`config.mk`:
```
export PLATFORM = sky130hd
export DESIGN_NAME = rom_loader
export DESIGN_NICKNAME = d
export VERILOG_FILES = /design/src/rtl/aim65_pkg.sv /design/src/rtl/loader_fifo.sv /design/src/rtl/rom_loader.sv
export SDC_FILE = /design/constraint.sdc
export NUM_CORES = 1
export LEC_CHECK = 0
export CAP_MARGIN = 20
export CORE_MARGIN = 10
export CORE_UTILIZATION = 52
export CTS_BUF_LIST = sky130_fd_sc_hd__clkbuf_8
export DETAILED_ROUTE_END_ITERATION = 7
export PLACE_DENSITY = 0.86
export SYNTH_ARGS = -nofsm -noshare
export SYNTH_HDL_FRONTEND = slang
export SYNTH_SLANG_ARGS = --single-unit
```
`constraint.sdc`:
```
create_clock -name clk -period 4.3 [get_ports clk]
set_input_delay 0.86 -clock clk [delete_from_list [all_inputs] [get_ports clk]]
set_output_delay 0.86 -clock clk [all_outputs]
set_load 0.02 [all_outputs]
```
`src/rtl/aim65_pkg.sv`:
```
// aim65_pkg: shared types and constants for the AIM65 ROM download path.
package aim65_pkg;

  // Loader sequencing states
  typedef enum logic [1:0] {
    ST_IDLE,
    ST_LOAD,
    ST_DRAIN,
    ST_TAIL
  } ld_state_e;

  // ioctl_index values the HPS uses for each ROM image
  localparam logic [7:0] IDX_MONITOR   = 8'd0;
  localparam logic [7:0] IDX_BASIC     = 8'd1;
  localparam logic [7:0] IDX_ASSEMBLER = 8'd2;

  // CPU-visible base addresses of the ROM images
  localparam logic [15:0] BASE_MONITOR   = 16'hE000;
  localparam logic [15:0] BASE_BASIC     = 16'hB000;
  localparam logic [15:0] BASE_ASSEMBLER = 16'hD000;

endpackage

```
`src/rtl/loader_fifo.sv`:
```
// loader_fifo: 2-entry synchronous FIFO. A pop and a push in the same cycle
// are both honoured even when full, because the pop frees the slot first.
module loader_fifo #(
  parameter int WIDTH = 8
) (
  input  logic             clk,
  input  logic             reset,
  input  logic             flush,
  input  logic             push,
  input  logic             pop,
  input  logic [WIDTH-1:0] din,
  output logic [WIDTH-1:0] dout,
  output logic             full,
  output logic             empty
);
  logic [1:0][WIDTH-1:0] mem_q;
  logic                  wr_q, rd_q;
  logic [1:0]            cnt_q;
  logic                  do_push, do_pop;

  assign full    = (cnt_q == 2'd2);
  assign empty   = (cnt_q == 2'd0);
  assign dout    = mem_q[rd_q];
  assign do_pop  = pop && !empty;
  assign do_push = push && (!full || do_pop);

  // Storage; the slot being popped is read before it can be overwritten
  always_ff @(posedge clk) begin
    if (do_push) mem_q[wr_q] <= din;
  end

  // Pointers and occupancy; flush empties the FIFO in one cycle
  always_ff @(posedge clk) begin
    if (reset || flush) begin
      wr_q  <= 1'b0;
      rd_q  <= 1'b0;
      cnt_q <= 2'd0;
    end else begin
      if (do_push) wr_q <= ~wr_q;
      if (do_pop)  rd_q <= ~rd_q;
      cnt_q <= cnt_q + {1'b0, do_push} - {1'b0, do_pop};
    end
  end

endmodule

```
`src/rtl/rom_loader.sv`:
```
// rom_loader: buffers the HPS ioctl byte stream of one ROM image and writes it
// into the ROM backing BRAM, holding the CPU in reset until the image is in.
module rom_loader
  import aim65_pkg::*;
#(
  parameter int         ADDR_WIDTH = 16,
  parameter int         DATA_WIDTH = 8,
  parameter int         DEPTH      = 8192,
  parameter logic [7:0] INDEX      = IDX_MONITOR,
  parameter int         HOLD_TAIL  = 16
) (
  input  logic                  clk,
  input  logic                  reset,
  input  logic                  ioctl_download,
  input  logic [7:0]            ioctl_index,
  input  logic                  ioctl_wr,
  input  logic [26:0]           ioctl_addr,
  input  logic [7:0]            ioctl_dout,
  output logic                  ioctl_wait,
  input  logic                  mem_ready,
  output logic                  mem_we,
  output logic [ADDR_WIDTH-1:0] mem_addr,
  output logic [DATA_WIDTH-1:0] mem_data,
  output logic                  cpu_hold,
  output logic                  load_done,
  output logic                  load_err,
  output logic [ADDR_WIDTH:0]   byte_count,
  output logic [7:0]            checksum
);
  localparam int              FW        = ADDR_WIDTH + DATA_WIDTH;
  localparam int              TW        = (HOLD_TAIL > 1) ? $clog2(HOLD_TAIL) : 1;
  localparam logic [26:0]     DEPTH_A   = 27'(DEPTH);
  localparam logic [TW-1:0]   TAIL_LOAD = TW'(HOLD_TAIL - 1);
  localparam logic [ADDR_WIDTH:0] BC_MAX = '1;

  ld_state_e             state_q;
  logic [TW-1:0]         tail_q;
  logic                  ioctl_wait_q, mem_we_q, cpu_hold_q;
  logic                  load_done_q, load_err_q;
  logic [ADDR_WIDTH-1:0] mem_addr_q;
  logic [DATA_WIDTH-1:0] mem_data_q;
  logic [ADDR_WIDTH:0]   byte_count_q;
  logic [7:0]            checksum_q;
  // After a reset, a download still in flight must be ignored until the
  // HPS lowers ioctl_download; this flag blocks re-entry until then.
  logic                  dl_block_q;

  logic          start, in_load, addr_ok, drop;
  logic          fifo_push, fifo_pop, fifo_flush, fifo_full, fifo_empty;
  logic [FW-1:0] fifo_dout;

  assign start      = ioctl_download && (ioctl_index == INDEX) && !dl_block_q;
  assign in_load    = (state_q == ST_LOAD);
  assign addr_ok    = (ioctl_addr < DEPTH_A);
  assign fifo_pop   = !fifo_empty && mem_ready;
  assign fifo_push  = in_load && ioctl_wr && addr_ok && (!fifo_full || fifo_pop);
  assign drop       = in_load && ioctl_wr && !fifo_push;
  assign fifo_flush = start && ((state_q == ST_IDLE) || (state_q == ST_TAIL));

  loader_fifo #(.WIDTH(FW)) u_fifo (
    .clk   (clk),
    .reset (reset),
    .flush (fifo_flush),
    .push  (fifo_push),
    .pop   (fifo_pop),
    .din   ({ioctl_addr[ADDR_WIDTH-1:0], ioctl_dout}),
    .dout  (fifo_dout),
    .full  (fifo_full),
    .empty (fifo_empty)
  );

  // Sequencer plus registered write port, status and statistics
  always_ff @(posedge clk) begin
    if (reset) begin
      state_q      <= ST_IDLE;
      tail_q       <= '0;
      ioctl_wait_q <= 1'b0;
      mem_we_q     <= 1'b0;
      mem_addr_q   <= '0;
      mem_data_q   <= '0;
      cpu_hold_q   <= 1'b0;
      load_done_q  <= 1'b0;
      load_err_q   <= 1'b0;
      byte_count_q <= '0;
      checksum_q   <= '0;
      dl_block_q   <= 1'b1;
    end else begin
      ioctl_wait_q <= !fifo_empty;
      mem_we_q     <= fifo_pop;
      if (!ioctl_download) dl_block_q <= 1'b0;
      if (fifo_pop) begin
        mem_addr_q <= fifo_dout[FW-1:DATA_WIDTH];
        mem_data_q <= fifo_dout[DATA_WIDTH-1:0];
      end
      // Statistics follow the write strobe by one cycle
      if (mem_we_q) begin
        if (byte_count_q != BC_MAX) byte_count_q <= byte_count_q + 1'b1;
        checksum_q <= checksum_q + 8'(mem_data_q);
      end

      unique case (state_q)
        ST_IDLE, ST_TAIL: begin
          if (start) begin
            state_q      <= ST_LOAD;
            cpu_hold_q   <= 1'b1;
            byte_count_q <= '0;
            checksum_q   <= '0;
            load_err_q   <= 1'b0;
            load_done_q  <= 1'b0;
          end else if (state_q == ST_TAIL) begin
            if (tail_q == '0) begin
              state_q     <= ST_IDLE;
              cpu_hold_q  <= 1'b0;
              load_done_q <= !load_err_q;
            end else begin
              tail_q <= tail_q - 1'b1;
            end
          end
        end
        ST_LOAD: begin
          if (drop) load_err_q <= 1'b1;
          if (!ioctl_download) state_q <= ST_DRAIN;
        end
        ST_DRAIN: begin
          if (fifo_empty) begin
            state_q <= ST_TAIL;
            tail_q  <= TAIL_LOAD;
          end
        end
        default: state_q <= ST_IDLE;
      endcase
    end
  end

  assign ioctl_wait = ioctl_wait_q;
  assign mem_we     = mem_we_q;
  assign mem_addr   = mem_addr_q;
  assign mem_data   = mem_data_q;
  assign cpu_hold   = cpu_hold_q;
  assign load_done  = load_done_q;
  assign load_err   = load_err_q;
  assign byte_count = byte_count_q;
  assign checksum   = checksum_q;

endmodule

```
==> metrics.txt <==
status=finished clean; Post-DP Area=~5800 um2; Crit Path Max Fanout=24; critical path data arrival time=approximately 3100 ps; nets=582; hold path depth=2; Leak Pwr=2.12 nW; internal power=1.82 mW; global-route wire length before repair=roughly 18 mm; DR iter-0 viols=between 200 and 250; TritonCTS Buffers=17; routed len/inst=16.7 um; Pins Over Slew Limit=0; Root Buffer=clkbuf_8; DRT Pass-1 Iters=5; Initial Util=0.538; RSZ-0062 raised after global routing=no; Post-Synthesis Cell Area=between 4000 and 5000 um2; antenna-violating nets left=0; largest net degree at the start of global routing=50; post-DP HPWL=about 7.5 mm; FMAX=around 330 MHz; net switching fraction of the power=0.284; hold_sp=dl_block_q; element type at the critical path start=input port; Area Overhead vs Synth=32.5%; RR Endpoint=u_fifo.mem_q[4]; CP max stage cell=or4_1; CTS tree=done; critical path cell sequence=clkdlybuf4s50_1 -> or4_1 -> or4_4 -> a211oi_4 -> nor2b_2 -> buf_4; Clock Tree Buf Depth=2; ys flop type=dfxtp_1; Synth warnings=0; sequential area share after synthesis=0.582; power share of the combinational group=0.137; Synth Net Count=475; drt via density=roughly 5.5; clock period minus final worst setup slack=~3000 ps; post-cts sizing count=0; synthesized instance count=roughly 400; Psw=0.720 mW; worst min-delay path class=register to register; crit-path max cell delay=520 ps; GRT Util Overall=0.167; Die X-Extent=approximately 120 um; endpoints failing setup=0; grt ovf=0; Reg clk slew, reported paths=approximately 90 ps; FF-to-FF Start=state_q[1]; vias=3544; measured slew at the worst slew-check pin=between 700 and 800 ps; Hold Fails Final Rpt=0; clock power share=0.392; final wirelength=roughly 11 mm; Syn Area/Cell=~11 um2; FF-to-FF path depth=7; Endpoint, Worst Hold=dl_block_q; synth unique cells=between 40 and 50; antenna violations before repair=0; GPL Wtd Cong=0.861; slew margin rel.=0.495; maxcap violations=0; port buffer count=101; IO Pins=approximately 100; fraction of power consumed by sequential logic=0.470; pre-CTS setup slack=between 800 and 900 ps; # rows=34; Post-CTS Hold Fix Bufs=0; # DRC=0; Tcrit/Tclk final=0.705; die area=roughly 13000 um2; Yosys reg bits=roughly 110; Die Y-Extent=~120 um; Skew-Pair Late Insertion Delay=~420 ps; Setup Crit Path Kind=input port to register; setup TNS=0 ps; worst vdd ir=around 410 uV; clk sinks=about 110; WHS=about 470 ps; Post CTS Setup Buffer Count=0; clock skew=17.6 ps; critical path capture point type=register; Synth async-reset ratio=0; ANT cells=0; EDFF count, synth=48; Req. time, crit path=~4400 ps; core area=8760 um2; Final WS setup=between 1000 and 1500 ps; Final Instance Area=between 6000 and 7000 um2; share of post-route cells with drive strength above 1=0.0942; vias in the first global route=between 3k and 4k; P per Cell Area=approximately 410 nW/um2; FF-to-FF setup slack=approximately 2000 ps; htree depth=4
[area by class of cell]
type	count	area [um2]
inverter	13	48.8
timing repair buffer	108	1060
clock buffer	17	234
fill	591	2520
tap	108	135
sequential	113	2740
clock inverter	15	163
multi-input combinational	265	1850
[logic make-up after synthesis]
group,share of synthesized area
AOI/OAI and AO/OA,0.113
xor gates and xnor gates,0.0353
adders and majority gates,0.0441
buffers and inverters,0.0263
DFF,0.582
muxes,0.0704
and+or+nand+nor,0.129
[sequential cells by signal (all words and copies together) (netlist names)]
| signal | flops |
|---|---|
| state_q | 2 |
| load_err | 1 |
| cpu_hold | 1 |
| mem_data | 8 |
| ioctl_wait | 1 |
| u_fifo.wr_q | 1 |
| load_done | 1 |
| mem_addr | 16 |
| u_fifo.cnt_q | 2 |
| tail_q | 4 |
| u_fifo.rd_q | 1 |
| byte_count | 17 |
| checksum | 8 |
| u_fifo.mem_q | 48 |
| mem_we | 1 |
| dl_block_q | 1 |
[synth_stat cells, drive strengths merged (2+ instances only)]
master,instances,share of area
o21ai,5,0.0053
nor4b,3,0.0056
edfxtp,48,0.31
nand2,14,0.011
nand4,5,0.0066
nand4b,3,0.0056
inv,13,0.010
ha,15,0.040
o211ai,3,0.0048
or3,2,0.0027
xnor2,16,0.030
and2,4,0.0053
nor4,4,0.0053
and3,6,0.0080
dfxtp,65,0.28
or4,2,0.0040
nand2b,2,0.0027
nor3,7,0.0074
a21o,2,0.0032
a31oi,2,0.0027
xor2,3,0.0056
or2,2,0.0027
a211oi,33,0.055
nand3,3,0.0032
and4,3,0.0056
nor2b,2,0.0027
o21a,2,0.0032
mux2i,32,0.068
a21oi,16,0.017
nor2,59,0.048
clkbuf,19,0.015
a311oi,3,0.0056
a2111oi,2,0.0050
[worst max-delay path by stage]
stage                     slack (ps)           start         endpoint
after global routing            1210  ioctl_addr[20]  u_fifo.mem_q[3]
final                           1270  ioctl_addr[20]  u_fifo.mem_q[4]
after detailed placement         840  ioctl_addr[20]  u_fifo.mem_q[9]
after global placement           880  ioctl_addr[20]  u_fifo.mem_q[8]
after floorplan                  580  ioctl_addr[20]  u_fifo.mem_q[0]
after CTS                       1290  ioctl_addr[20]  u_fifo.mem_q[4]
[metrics by stage]
stage | std cells | utilization | power (mW)
global placement | 607 | 0.667 | 1.55
floorplan | 411 | - | 1.40
CTS | 639 | 0.712 | 2.55
detailed placement | 607 | 0.667 | 1.57
finish | 639 | 0.712 | 2.54
global route | 639 | 0.712 | 2.65
[power by group through the flow]
stage / logic, mW / clock network [mW] / registers [mW]
floorplan: 0.150 / 0 / 1.25
global placement: 0.336 / 0 / 1.22
detailed placement: 0.350 / 0 / 1.22
CTS: 0.353 / 1.01 / 1.19
global route: 0.380 / 1.07 / 1.20
finish: 0.349 / 0.995 / 1.19
[per-layer routing]
metal | GRT usage | vias to the layer above | routed length, um
li1 | - | 1727 | -
met1 | 0.192 | 1691 | 4490
met2 | 0.280 | 118 | 5320
met3 | 0.0682 | 8 | 795
met4 | 0.0462 | 0 | 80
met5 | 0 | - | 0
[layout by cell type (no fill, tap or decap), types with 2 or more instances in the layout]
master           Yosys  routed
nand4_1              5       5
mux2i_1             32      32
o211ai_1             3       3
nand2_1             14      14
or3_1                2       2
ha_1                15      15
buf_4                0       7
a211oi_1            32      32
and2_1               4       4
clkdlybuf4s50_1      0     101
o21a_1               2       2
xor2_1               3       3
inv_6                0       5
dfxtp_1             65      65
and3_1               6       6
nor3_1               7       7
a31oi_1              2       2
o21ai_0              5       5
nor4_1               4       4
a21o_1               2       2
a311oi_1             3       3
xnor2_1             16      16
nand3_1              3       3
inv_8                0       6
clkbuf_8             0      17
nand4b_1             3       3
nand2b_1             2       2
or2_2                2       2
nor2_1              58      58
edfxtp_1            48      48
inv_1               13      13
a21oi_1             16      16
and4_1               3       3
nor4b_1              3       3
[worst max-delay path: cells and delay by family]
kind	cells	cell delay, ps
buffers and inverters	2	710
AOI/OAI and AO/OA	1	310
and+or+nand+nor	3	1230
Note: power is estimated with default switching activity, not from simulation.
